`src/rtl/pong_game_ctrl_if.sv`:
```
// Pong controller bus: pixel position and buttons in, object coordinates, scores and state out.
interface pong_game_ctrl_if;
  logic [9:0] x;
  logic [8:0] y;
  logic       btn_l_up, btn_l_dn, btn_r_up, btn_r_dn, btn_start;
  logic       frame_tick;
  logic [9:0] ball_x;
  logic [8:0] ball_y, pad_l_y, pad_r_y;
  logic [3:0] score_l, score_r;
  logic [2:0] game_state;

  modport master (
    output x, y, btn_l_up, btn_l_dn, btn_r_up, btn_r_dn, btn_start,
    input  frame_tick, ball_x, ball_y, pad_l_y, pad_r_y, score_l, score_r, game_state
  );
  modport slave (
    input  x, y, btn_l_up, btn_l_dn, btn_r_up, btn_r_dn, btn_start,
    output frame_tick, ball_x, ball_y, pad_l_y, pad_r_y, score_l, score_r, game_state
  );
endinterface

```
`src/rtl/pong_game_ctrl.sv`:
```
// Pong game controller: one update per frame at the start of vertical blanking.
// Define PONG_AI_RIGHT_EN to let the right paddle track the ball instead of btn_r_*.
module pong_game_ctrl #(
  parameter int BALL_SIZE   = 8,
  parameter int PAD_W       = 8,
  parameter int PAD_H       = 64,
  parameter int PAD_L_X     = 16,
  parameter int PAD_R_X     = 616,
  parameter int PAD_SPEED   = 4,
  parameter int BALL_SPEED  = 2,
  parameter int SERVE_DELAY = 60,
  parameter int WIN_SCORE   = 7
) (
  input  logic            clk,
  input  logic            rst,
  pong_game_ctrl_if.slave bus
);
  localparam logic [2:0] S_IDLE  = 3'd0;
  localparam logic [2:0] S_SERVE = 3'd1;
  localparam logic [2:0] S_PLAY  = 3'd2;
  localparam logic [2:0] S_POINT = 3'd3;
  localparam logic [2:0] S_OVER  = 3'd4;

  localparam int CNT_W = $clog2(SERVE_DELAY);

  localparam logic [9:0] BALL_X0  = 10'((640 - BALL_SIZE) / 2);
  localparam logic [8:0] BALL_Y0  = 9'((480 - BALL_SIZE) / 2);
  localparam logic [8:0] PAD_Y0   = 9'((480 - PAD_H) / 2);
  localparam logic [8:0] PAD_MAX  = 9'(480 - PAD_H);
  localparam logic [9:0] BX_MAX   = 10'(640 - BALL_SIZE);
  localparam logic [8:0] BY_MAX   = 9'(480 - BALL_SIZE);
  localparam logic [9:0] BX_L_HIT = 10'(PAD_L_X + PAD_W);
  localparam logic [9:0] BX_R_HIT = 10'(PAD_R_X - BALL_SIZE);

  localparam logic signed [10:0] SX_L    = 11'(PAD_L_X);
  localparam logic signed [10:0] SX_L_IN = 11'(PAD_L_X + PAD_W);
  localparam logic signed [10:0] SX_R    = 11'(PAD_R_X);
  localparam logic signed [10:0] SX_R_IN = 11'(PAD_R_X + PAD_W);
  localparam logic signed [10:0] SBS     = 11'(BALL_SIZE);
  localparam logic signed [10:0] SSPD    = 11'(BALL_SPEED);
  localparam logic signed [10:0] SX_MAX  = 11'(640 - BALL_SIZE);
  localparam logic signed [10:0] SY_MAX  = 11'(480 - BALL_SIZE);

  // Update slot: rising edge of the registered "first pixel of line 480" condition.
  logic [1:0] tick_pipe;
  logic       frame_tick;
  assign frame_tick = tick_pipe[0] & ~tick_pipe[1];

  logic [2:0]       state_q, state_n;
  logic [9:0]       ball_x_q, ball_x_n;
  logic [8:0]       ball_y_q, ball_y_n;
  logic [8:0]       pad_l_q, pad_l_n, pad_r_q, pad_r_n;
  logic [3:0]       score_l_q, score_l_n, score_r_q, score_r_n;
  logic [CNT_W-1:0] serve_cnt_q, serve_cnt_n;
  logic             dx_neg_q, dx_neg_n, dy_neg_q, dy_neg_n;
  logic             serve_left_q, serve_left_n;

  logic signed [10:0] nx, ny;
  logic               l_ovl, r_ovl, hit_l, hit_r;
  logic               r_up, r_dn;

  function automatic logic [8:0] pad_step(input logic [8:0] p, input logic up, input logic dn);
    pad_step = p;
    if (up && !dn)
      pad_step = (p < 9'(PAD_SPEED)) ? 9'd0 : p - 9'(PAD_SPEED);
    else if (dn && !up)
      pad_step = (p > PAD_MAX - 9'(PAD_SPEED)) ? PAD_MAX : p + 9'(PAD_SPEED);
  endfunction

`ifdef PONG_AI_RIGHT_EN
  logic [9:0] ball_c, pad_c;
  logic       unused_btn_r;
  assign ball_c       = {1'b0, ball_y_q} + 10'(BALL_SIZE / 2);
  assign pad_c        = {1'b0, pad_r_q} + 10'(PAD_H / 2);
  // A +/-2 px dead band keeps the paddle from dithering around the ball centre.
  assign r_up         = (ball_c + 10'd2) < pad_c;
  assign r_dn         = ball_c > (pad_c + 10'd2);
  assign unused_btn_r = bus.btn_r_up ^ bus.btn_r_dn;
`else
  assign r_up = bus.btn_r_up;
  assign r_dn = bus.btn_r_dn;
`endif

  assign nx = $signed({1'b0, ball_x_q}) + (dx_neg_q ? -SSPD : SSPD);
  assign ny = $signed({2'b00, ball_y_q}) + (dy_neg_q ? -SSPD : SSPD);

  // Paddle overlap uses the ball row before this tick's vertical move.
  assign l_ovl = ({1'b0, ball_y_q} + 10'(BALL_SIZE) > {1'b0, pad_l_q}) &&
                 ({1'b0, ball_y_q} < {1'b0, pad_l_q} + 10'(PAD_H));
  assign r_ovl = ({1'b0, ball_y_q} + 10'(BALL_SIZE) > {1'b0, pad_r_q}) &&
                 ({1'b0, ball_y_q} < {1'b0, pad_r_q} + 10'(PAD_H));
  assign hit_l = dx_neg_q && (nx <= SX_L_IN) && (nx + SBS > SX_L) && l_ovl;
  assign hit_r = !dx_neg_q && (nx + SBS >= SX_R) && (nx < SX_R_IN) && r_ovl;

  always_comb begin
    state_n      = state_q;
    ball_x_n     = ball_x_q;
    ball_y_n     = ball_y_q;
    pad_l_n      = pad_l_q;
    pad_r_n      = pad_r_q;
    score_l_n    = score_l_q;
    score_r_n    = score_r_q;
    serve_cnt_n  = serve_cnt_q;
    dx_neg_n     = dx_neg_q;
    dy_neg_n     = dy_neg_q;
    serve_left_n = serve_left_q;

    if (state_q == S_SERVE || state_q == S_PLAY) begin
      pad_l_n = pad_step(pad_l_q, bus.btn_l_up, bus.btn_l_dn);
      pad_r_n = pad_step(pad_r_q, r_up, r_dn);
    end

    case (state_q)
      S_IDLE: begin
        if (bus.btn_start) begin
          state_n  = S_SERVE;
          ball_x_n = BALL_X0;
          ball_y_n = BALL_Y0;
        end
      end
      S_SERVE: begin
        ball_x_n = BALL_X0;
        ball_y_n = BALL_Y0;
        dx_neg_n = serve_left_q;
        dy_neg_n = 1'b0;
        if (serve_cnt_q == CNT_W'(SERVE_DELAY - 1)) begin
          state_n     = S_PLAY;
          serve_cnt_n = '0;
        end else begin
          serve_cnt_n = serve_cnt_q + 1'b1;
        end
      end
      S_PLAY: begin
        if (ny < 11'sd0) begin
          ball_y_n = 9'd0;
          dy_neg_n = 1'b0;
        end else if (ny > SY_MAX) begin
          ball_y_n = BY_MAX;
          dy_neg_n = 1'b1;
        end else begin
          ball_y_n = ny[8:0];
        end
        // Paddle returns win over a miss decided on the same tick.
        if (hit_l) begin
          ball_x_n = BX_L_HIT;
          dx_neg_n = 1'b0;
        end else if (hit_r) begin
          ball_x_n = BX_R_HIT;
          dx_neg_n = 1'b1;
        end else if (nx < 11'sd0) begin
          ball_x_n     = 10'd0;
          score_r_n    = score_r_q + 4'd1;
          serve_left_n = 1'b1;
          state_n      = S_POINT;
        end else if (nx > SX_MAX) begin
          ball_x_n     = BX_MAX;
          score_l_n    = score_l_q + 4'd1;
          serve_left_n = 1'b0;
          state_n      = S_POINT;
        end else begin
          ball_x_n = nx[9:0];
        end
      end
      S_POINT: begin
        if (score_l_q == 4'(WIN_SCORE) || score_r_q == 4'(WIN_SCORE)) begin
          state_n = S_OVER;
        end else begin
          state_n  = S_SERVE;
          ball_x_n = BALL_X0;
          ball_y_n = BALL_Y0;
        end
      end
      S_OVER: begin
        if (bus.btn_start) begin
          state_n   = S_SERVE;
          score_l_n = 4'd0;
          score_r_n = 4'd0;
          ball_x_n  = BALL_X0;
          ball_y_n  = BALL_Y0;
        end
      end
      default: state_n = S_IDLE;
    endcase
  end

  always_ff @(posedge clk or posedge rst) begin
    if (rst) begin
      tick_pipe    <= '0;
      state_q      <= S_IDLE;
      ball_x_q     <= BALL_X0;
      ball_y_q     <= BALL_Y0;
      pad_l_q      <= PAD_Y0;
      pad_r_q      <= PAD_Y0;
      score_l_q    <= 4'd0;
      score_r_q    <= 4'd0;
      serve_cnt_q  <= '0;
      dx_neg_q     <= 1'b0;
      dy_neg_q     <= 1'b0;
      serve_left_q <= 1'b0;
    end else begin
      tick_pipe <= {tick_pipe[0], (bus.x == 10'd0) && (bus.y == 9'd480)};
      if (frame_tick) begin
        state_q      <= state_n;
        ball_x_q     <= ball_x_n;
        ball_y_q     <= ball_y_n;
        pad_l_q      <= pad_l_n;
        pad_r_q      <= pad_r_n;
        score_l_q    <= score_l_n;
        score_r_q    <= score_r_n;
        serve_cnt_q  <= serve_cnt_n;
        dx_neg_q     <= dx_neg_n;
        dy_neg_q     <= dy_neg_n;
        serve_left_q <= serve_left_n;
      end
    end
  end

  assign bus.frame_tick = frame_tick;
  assign bus.ball_x     = ball_x_q;
  assign bus.ball_y     = ball_y_q;
  assign bus.pad_l_y    = pad_l_q;
  assign bus.pad_r_y    = pad_r_q;
  assign bus.score_l    = score_l_q;
  assign bus.score_r    = score_r_q;
  assign bus.game_state = state_q;
endmodule

```
`src/flat_wrapper.sv`:
```
// flat-port wrapper written by rule: the top's interface ports become plain ports
module pong_game_ctrl_flat 
#(
  parameter int BALL_SIZE   = 8,
  parameter int PAD_W       = 8,
  parameter int PAD_H       = 64,
  parameter int PAD_L_X     = 16,
  parameter int PAD_R_X     = 616,
  parameter int PAD_SPEED   = 4,
  parameter int BALL_SPEED  = 2,
  parameter int SERVE_DELAY = 60,
  parameter int WIN_SCORE   = 7
)
  (clk, rst, bus_x, bus_y, bus_btn_l_up, bus_btn_l_dn, bus_btn_r_up, bus_btn_r_dn, bus_btn_start, bus_frame_tick, bus_ball_x, bus_ball_y, bus_pad_l_y, bus_pad_r_y, bus_score_l, bus_score_r, bus_game_state);
  pong_game_ctrl_if bus_i ();
  input  logic clk;
  input  logic rst;
  input wire logic [$bits(bus_i.x)-1:0] bus_x;
  input wire logic [$bits(bus_i.y)-1:0] bus_y;
  input wire logic [$bits(bus_i.btn_l_up)-1:0] bus_btn_l_up;
  input wire logic [$bits(bus_i.btn_l_dn)-1:0] bus_btn_l_dn;
  input wire logic [$bits(bus_i.btn_r_up)-1:0] bus_btn_r_up;
  input wire logic [$bits(bus_i.btn_r_dn)-1:0] bus_btn_r_dn;
  input wire logic [$bits(bus_i.btn_start)-1:0] bus_btn_start;
  output wire logic [$bits(bus_i.frame_tick)-1:0] bus_frame_tick;
  output wire logic [$bits(bus_i.ball_x)-1:0] bus_ball_x;
  output wire logic [$bits(bus_i.ball_y)-1:0] bus_ball_y;
  output wire logic [$bits(bus_i.pad_l_y)-1:0] bus_pad_l_y;
  output wire logic [$bits(bus_i.pad_r_y)-1:0] bus_pad_r_y;
  output wire logic [$bits(bus_i.score_l)-1:0] bus_score_l;
  output wire logic [$bits(bus_i.score_r)-1:0] bus_score_r;
  output wire logic [$bits(bus_i.game_state)-1:0] bus_game_state;
  assign bus_i.x = bus_x;
  assign bus_i.y = bus_y;
  assign bus_i.btn_l_up = bus_btn_l_up;
  assign bus_i.btn_l_dn = bus_btn_l_dn;
  assign bus_i.btn_r_up = bus_btn_r_up;
  assign bus_i.btn_r_dn = bus_btn_r_dn;
  assign bus_i.btn_start = bus_btn_start;
  assign bus_frame_tick = bus_i.frame_tick;
  assign bus_ball_x = bus_i.ball_x;
  assign bus_ball_y = bus_i.ball_y;
  assign bus_pad_l_y = bus_i.pad_l_y;
  assign bus_pad_r_y = bus_i.pad_r_y;
  assign bus_score_l = bus_i.score_l;
  assign bus_score_r = bus_i.score_r;
  assign bus_game_state = bus_i.game_state;
  pong_game_ctrl #(.BALL_SIZE(BALL_SIZE), .PAD_W(PAD_W), .PAD_H(PAD_H), .PAD_L_X(PAD_L_X), .PAD_R_X(PAD_R_X), .PAD_SPEED(PAD_SPEED), .BALL_SPEED(BALL_SPEED), .SERVE_DELAY(SERVE_DELAY), .WIN_SCORE(WIN_SCORE)) u_core (.clk(clk), .rst(rst), .bus(bus_i));
endmodule
```
`config.mk`:
```
export PLATFORM = sky130hd
export DESIGN_NAME = pong_game_ctrl_flat
export DESIGN_NICKNAME = d
export VERILOG_FILES = /design/src/rtl/pong_game_ctrl_if.sv /design/src/rtl/pong_game_ctrl.sv /design/src/flat_wrapper.sv
export SDC_FILE = /design/constraint.sdc
export NUM_CORES = 1
export LEC_CHECK = 0
export BUFFER_PORTS_ARGS = -buffer_cell sky130_fd_sc_hd__buf_2
export CAP_MARGIN = 10
export CORE_UTILIZATION = 64
export CTS_CLUSTER_DIAMETER = 50
export DETAILED_ROUTE_END_ITERATION = 6
export PLACE_DENSITY_LB_ADDON = 0.3
export SYNTH_ARGS = -nofsm -noshare
export SYNTH_HDL_FRONTEND = slang
export SYNTH_SLANG_ARGS = --single-unit
```
`constraint.sdc`:
```
create_clock -name clk -period 7.7 [get_ports clk]
set_input_delay 0.77 -clock clk [delete_from_list [all_inputs] [get_ports clk]]
set_output_delay 0.77 -clock clk [all_outputs]
set_load 0.005 [all_outputs]
```
==> metrics.txt <==
mux cell area share after synthesis 0.02189; final hold vios 0; Synth Register Bits 53; global-route wire length before repair 22.34 mm; EDFF count, synth 0; Sum Neg Setup Slack 0 ns; setup bufs post-CTS 0; grt ovf 0; FF-to-FF End u_core.bus.ball_x[2]; Detailed Routing Iterations Pass 1 4; num rows 32; hold_ws 0.3948 ns; GPL Wtd Cong just under 1; largest net degree at the start of global routing 54; P&R area growth vs syn 8.754%; hold_buf cts 0; Port Buffers between 60 and 70; Pins Over Slew Limit 0; CTS tree built; GR Util All Layers 0.3212; Max Cap Viol 0; FF-to-FF path depth 13; share of layout cells above drive strength 1 0.1725; Leakage ~2.6 nW; Vias 5023; sink of the worst hold path u_core.tick_pipe[1]; Skew-Pair Late Insertion Delay 0.33 ns; post-synth top area share 0.1780; commonest cells in the netlist nand2_1 (78), ha_1 (66), o21ai_0 (45), nor2_1 (42), dfrtp_1 (37); crit path max fanout 14; min-delay worst type flop to flop; Setup crit end kind flop; die area approximately 0.0085 mm2; reg2reg start u_core.dx_neg_q; CP startpoint kind flop; wire per inst 16.49 um; cell taking the most area after synthesis dfrtp_1; placed wire-length estimate just under 10 mm; post-synthesis simple-gate area fraction 0.2160; f_max around 220 MHz; Period minus WS final approximately 4.6 ns; Die Width between 90 and 100 um; vias per inst 6.391; Cells after Synth between 600 and 700; Clock Skew roughly 0.016 ns; vias in the first global route approximately 4900; mapped cell area 0.005202 mm2; fraction of registers with async set/reset 1.000; sequential fraction of the synthesis area 0.2588; main combinational cell family by area after synthesis compound AO/OA/AOI/OAI gates; WL met3 approximately 730 um; CP Class flop to flop; top post-synthesis cells by area dfrtp_1 (18%), ha_1 (16%), dfstp_2 (8.1%); Worst IR Drop VDD approximately 0.00008 V; Resize count post-CTS 0; initial drt markers roughly 290; Worst Tran Pin Value roughly 1.1 ns; Yosys warnings 0; Hold Path Depth 0; CTS root buf clkbuf_8; Worst Path Arrival between 4 and 5 ns; # setup viols final 0; outcome completed; Initial Util 0.6663; initial antenna violation count 0; Synth Area in Adders 0.1664; max layer used met4; Tcrit/Tclk final 0.5919; Sink Count 53; count leader, synth nand2_1; DRT met1 WL ~5.5 mm; H-tree Lvls 2; synth unique cells slightly above 80; I/O pin cnt 75; RSZ-0062 raised after global routing false; core area a little under 0.008 mm2; Synth Area in Compound Gates 0.2347; clock slew at reported path FFs ~0.12 ns; diode count 0; Remaining DRCs 0; xor-xnor portion of the synthesized cell area 0.05002; ANT nets after route 0; Final #Nets between 700 and 800; Slew headroom 0.2347; PwrDens 97.71 mW/mm2; routed wl met2 6.458 mm; wirelength, routed between 10 and 15 mm; Worst R2R Setup Slack 3.14 ns; Post-synth top flop dfrtp_1; Num CTS Buffers 5; syn avg cell area 8.271 um2; maximum clock path buffer count 2; Die Ht roughly 90 um; CP required a little under 8 ns; Hold Crit Start u_core.tick_pipe[0]
## flip-flops by register name, indices dropped and copies added, names as in the netlist, 2 cells and up
name	count
u_core.bus.ball_x	9
u_core.bus.ball_y	8
u_core.bus.pad_l_y	7
u_core.bus.pad_r_y	7
u_core.serve_cnt_q	6
u_core.bus.score_l	4
u_core.bus.score_r	4
u_core.bus.game_state	3
u_core.tick_pipe	2
## cell type report
class | instances | area (um2)
clock buffer | 5 | 68.82
sequential | 53 | 1346
multi-input combinational | 519 | 3607
tap | 102 | 127.6
timing repair buffer | 69 | 347.8
clock inverter | 3 | 28.78
fill | 636 | 2150
inverter | 35 | 131.4
## kinds of logic (layout without fill, tap and decap cells)
logic type / after synthesis / count (layout)
AOI/OAI and AO/OA: 177 / 177
xor gates and xnor gates: 28 / 28
adders and majority gates: 68 / 68
buffers and inverters: 62 / 112
DFF: 53 / 53
muxes: 11 / 11
other: 1 / 6
and+or+nand+nor: 229 / 229
## worst max-delay path, stage by stage (launching register included)
cell	delay, ns
dfrtp_1	0.78
ha_1	0.40
a211oi_4	0.37
nor2_1	0.10
xor2_1	0.27
ha_1	0.37
nand2b_1	0.10
mux2_1	0.33
or4_1	0.57
nand3_1	0.10
a31oi_1	0.11
and3_1	0.28
or4b_1	0.55
a21oi_1	0.17
## per-stage QoR
step	instances	total power, mW	utilization	instance area, um2	setup WS (ns)
global route	786	0.5796	0.7247	5658	2.949
global placement	778	0.3744	0.7122	5560	3.424
finish	786	0.5528	0.7247	5658	3.143
detailed placement	778	0.3783	0.7122	5560	3.283
CTS	786	0.5547	0.7247	5658	3.199
floorplan	634	0.3532	-	5221	3.641
## power breakdown
part	total (mW)	switching (mW)	internal [mW]
registers	0.296	0.0118	0.284
logic	0.0780	0.0446	0.0334
clock network	0.179	0.111	0.0684
## how the worst max path moves through the flow
stage,cells past startpoint,from,slack (ns),endpoint
after CTS,13,u_core.dx_neg_q,3.20,u_core.bus.ball_x[2]
final,13,u_core.dx_neg_q,3.14,u_core.bus.ball_x[2]
after global placement,13,u_core.dx_neg_q,3.42,u_core.bus.ball_x[2]
after floorplan,15,u_core.dx_neg_q,3.64,u_core.bus.ball_x[2]
after detailed placement,13,u_core.dx_neg_q,3.28,u_core.bus.ball_x[2]
after global routing,13,u_core.dx_neg_q,2.95,u_core.bus.score_r[0]
## metal layers
layer  vias up  GRT usage
li1       2411          -
met1      2364     0.4157
met2       211     0.5510
met3        37    0.04146
met4         0     0.1094
met5         -          0
## cell usage in the layout, fill, tap and decap left out, types with 9 or more instances in the layout
cell type and n:
nor2_1 42, inv_1 33, xnor2_1 16, buf_2 68
ha_1 66, a21oi_1 36, nor3_1 18, xor2_1 10
o21ai_0 45, nand3_1 27, dfrtp_1 37, dfstp_2 16
nor4_1 9, nand4_1 12, a21o_1 14, nand2_1 78
Power figures use the tool's default switching activity.
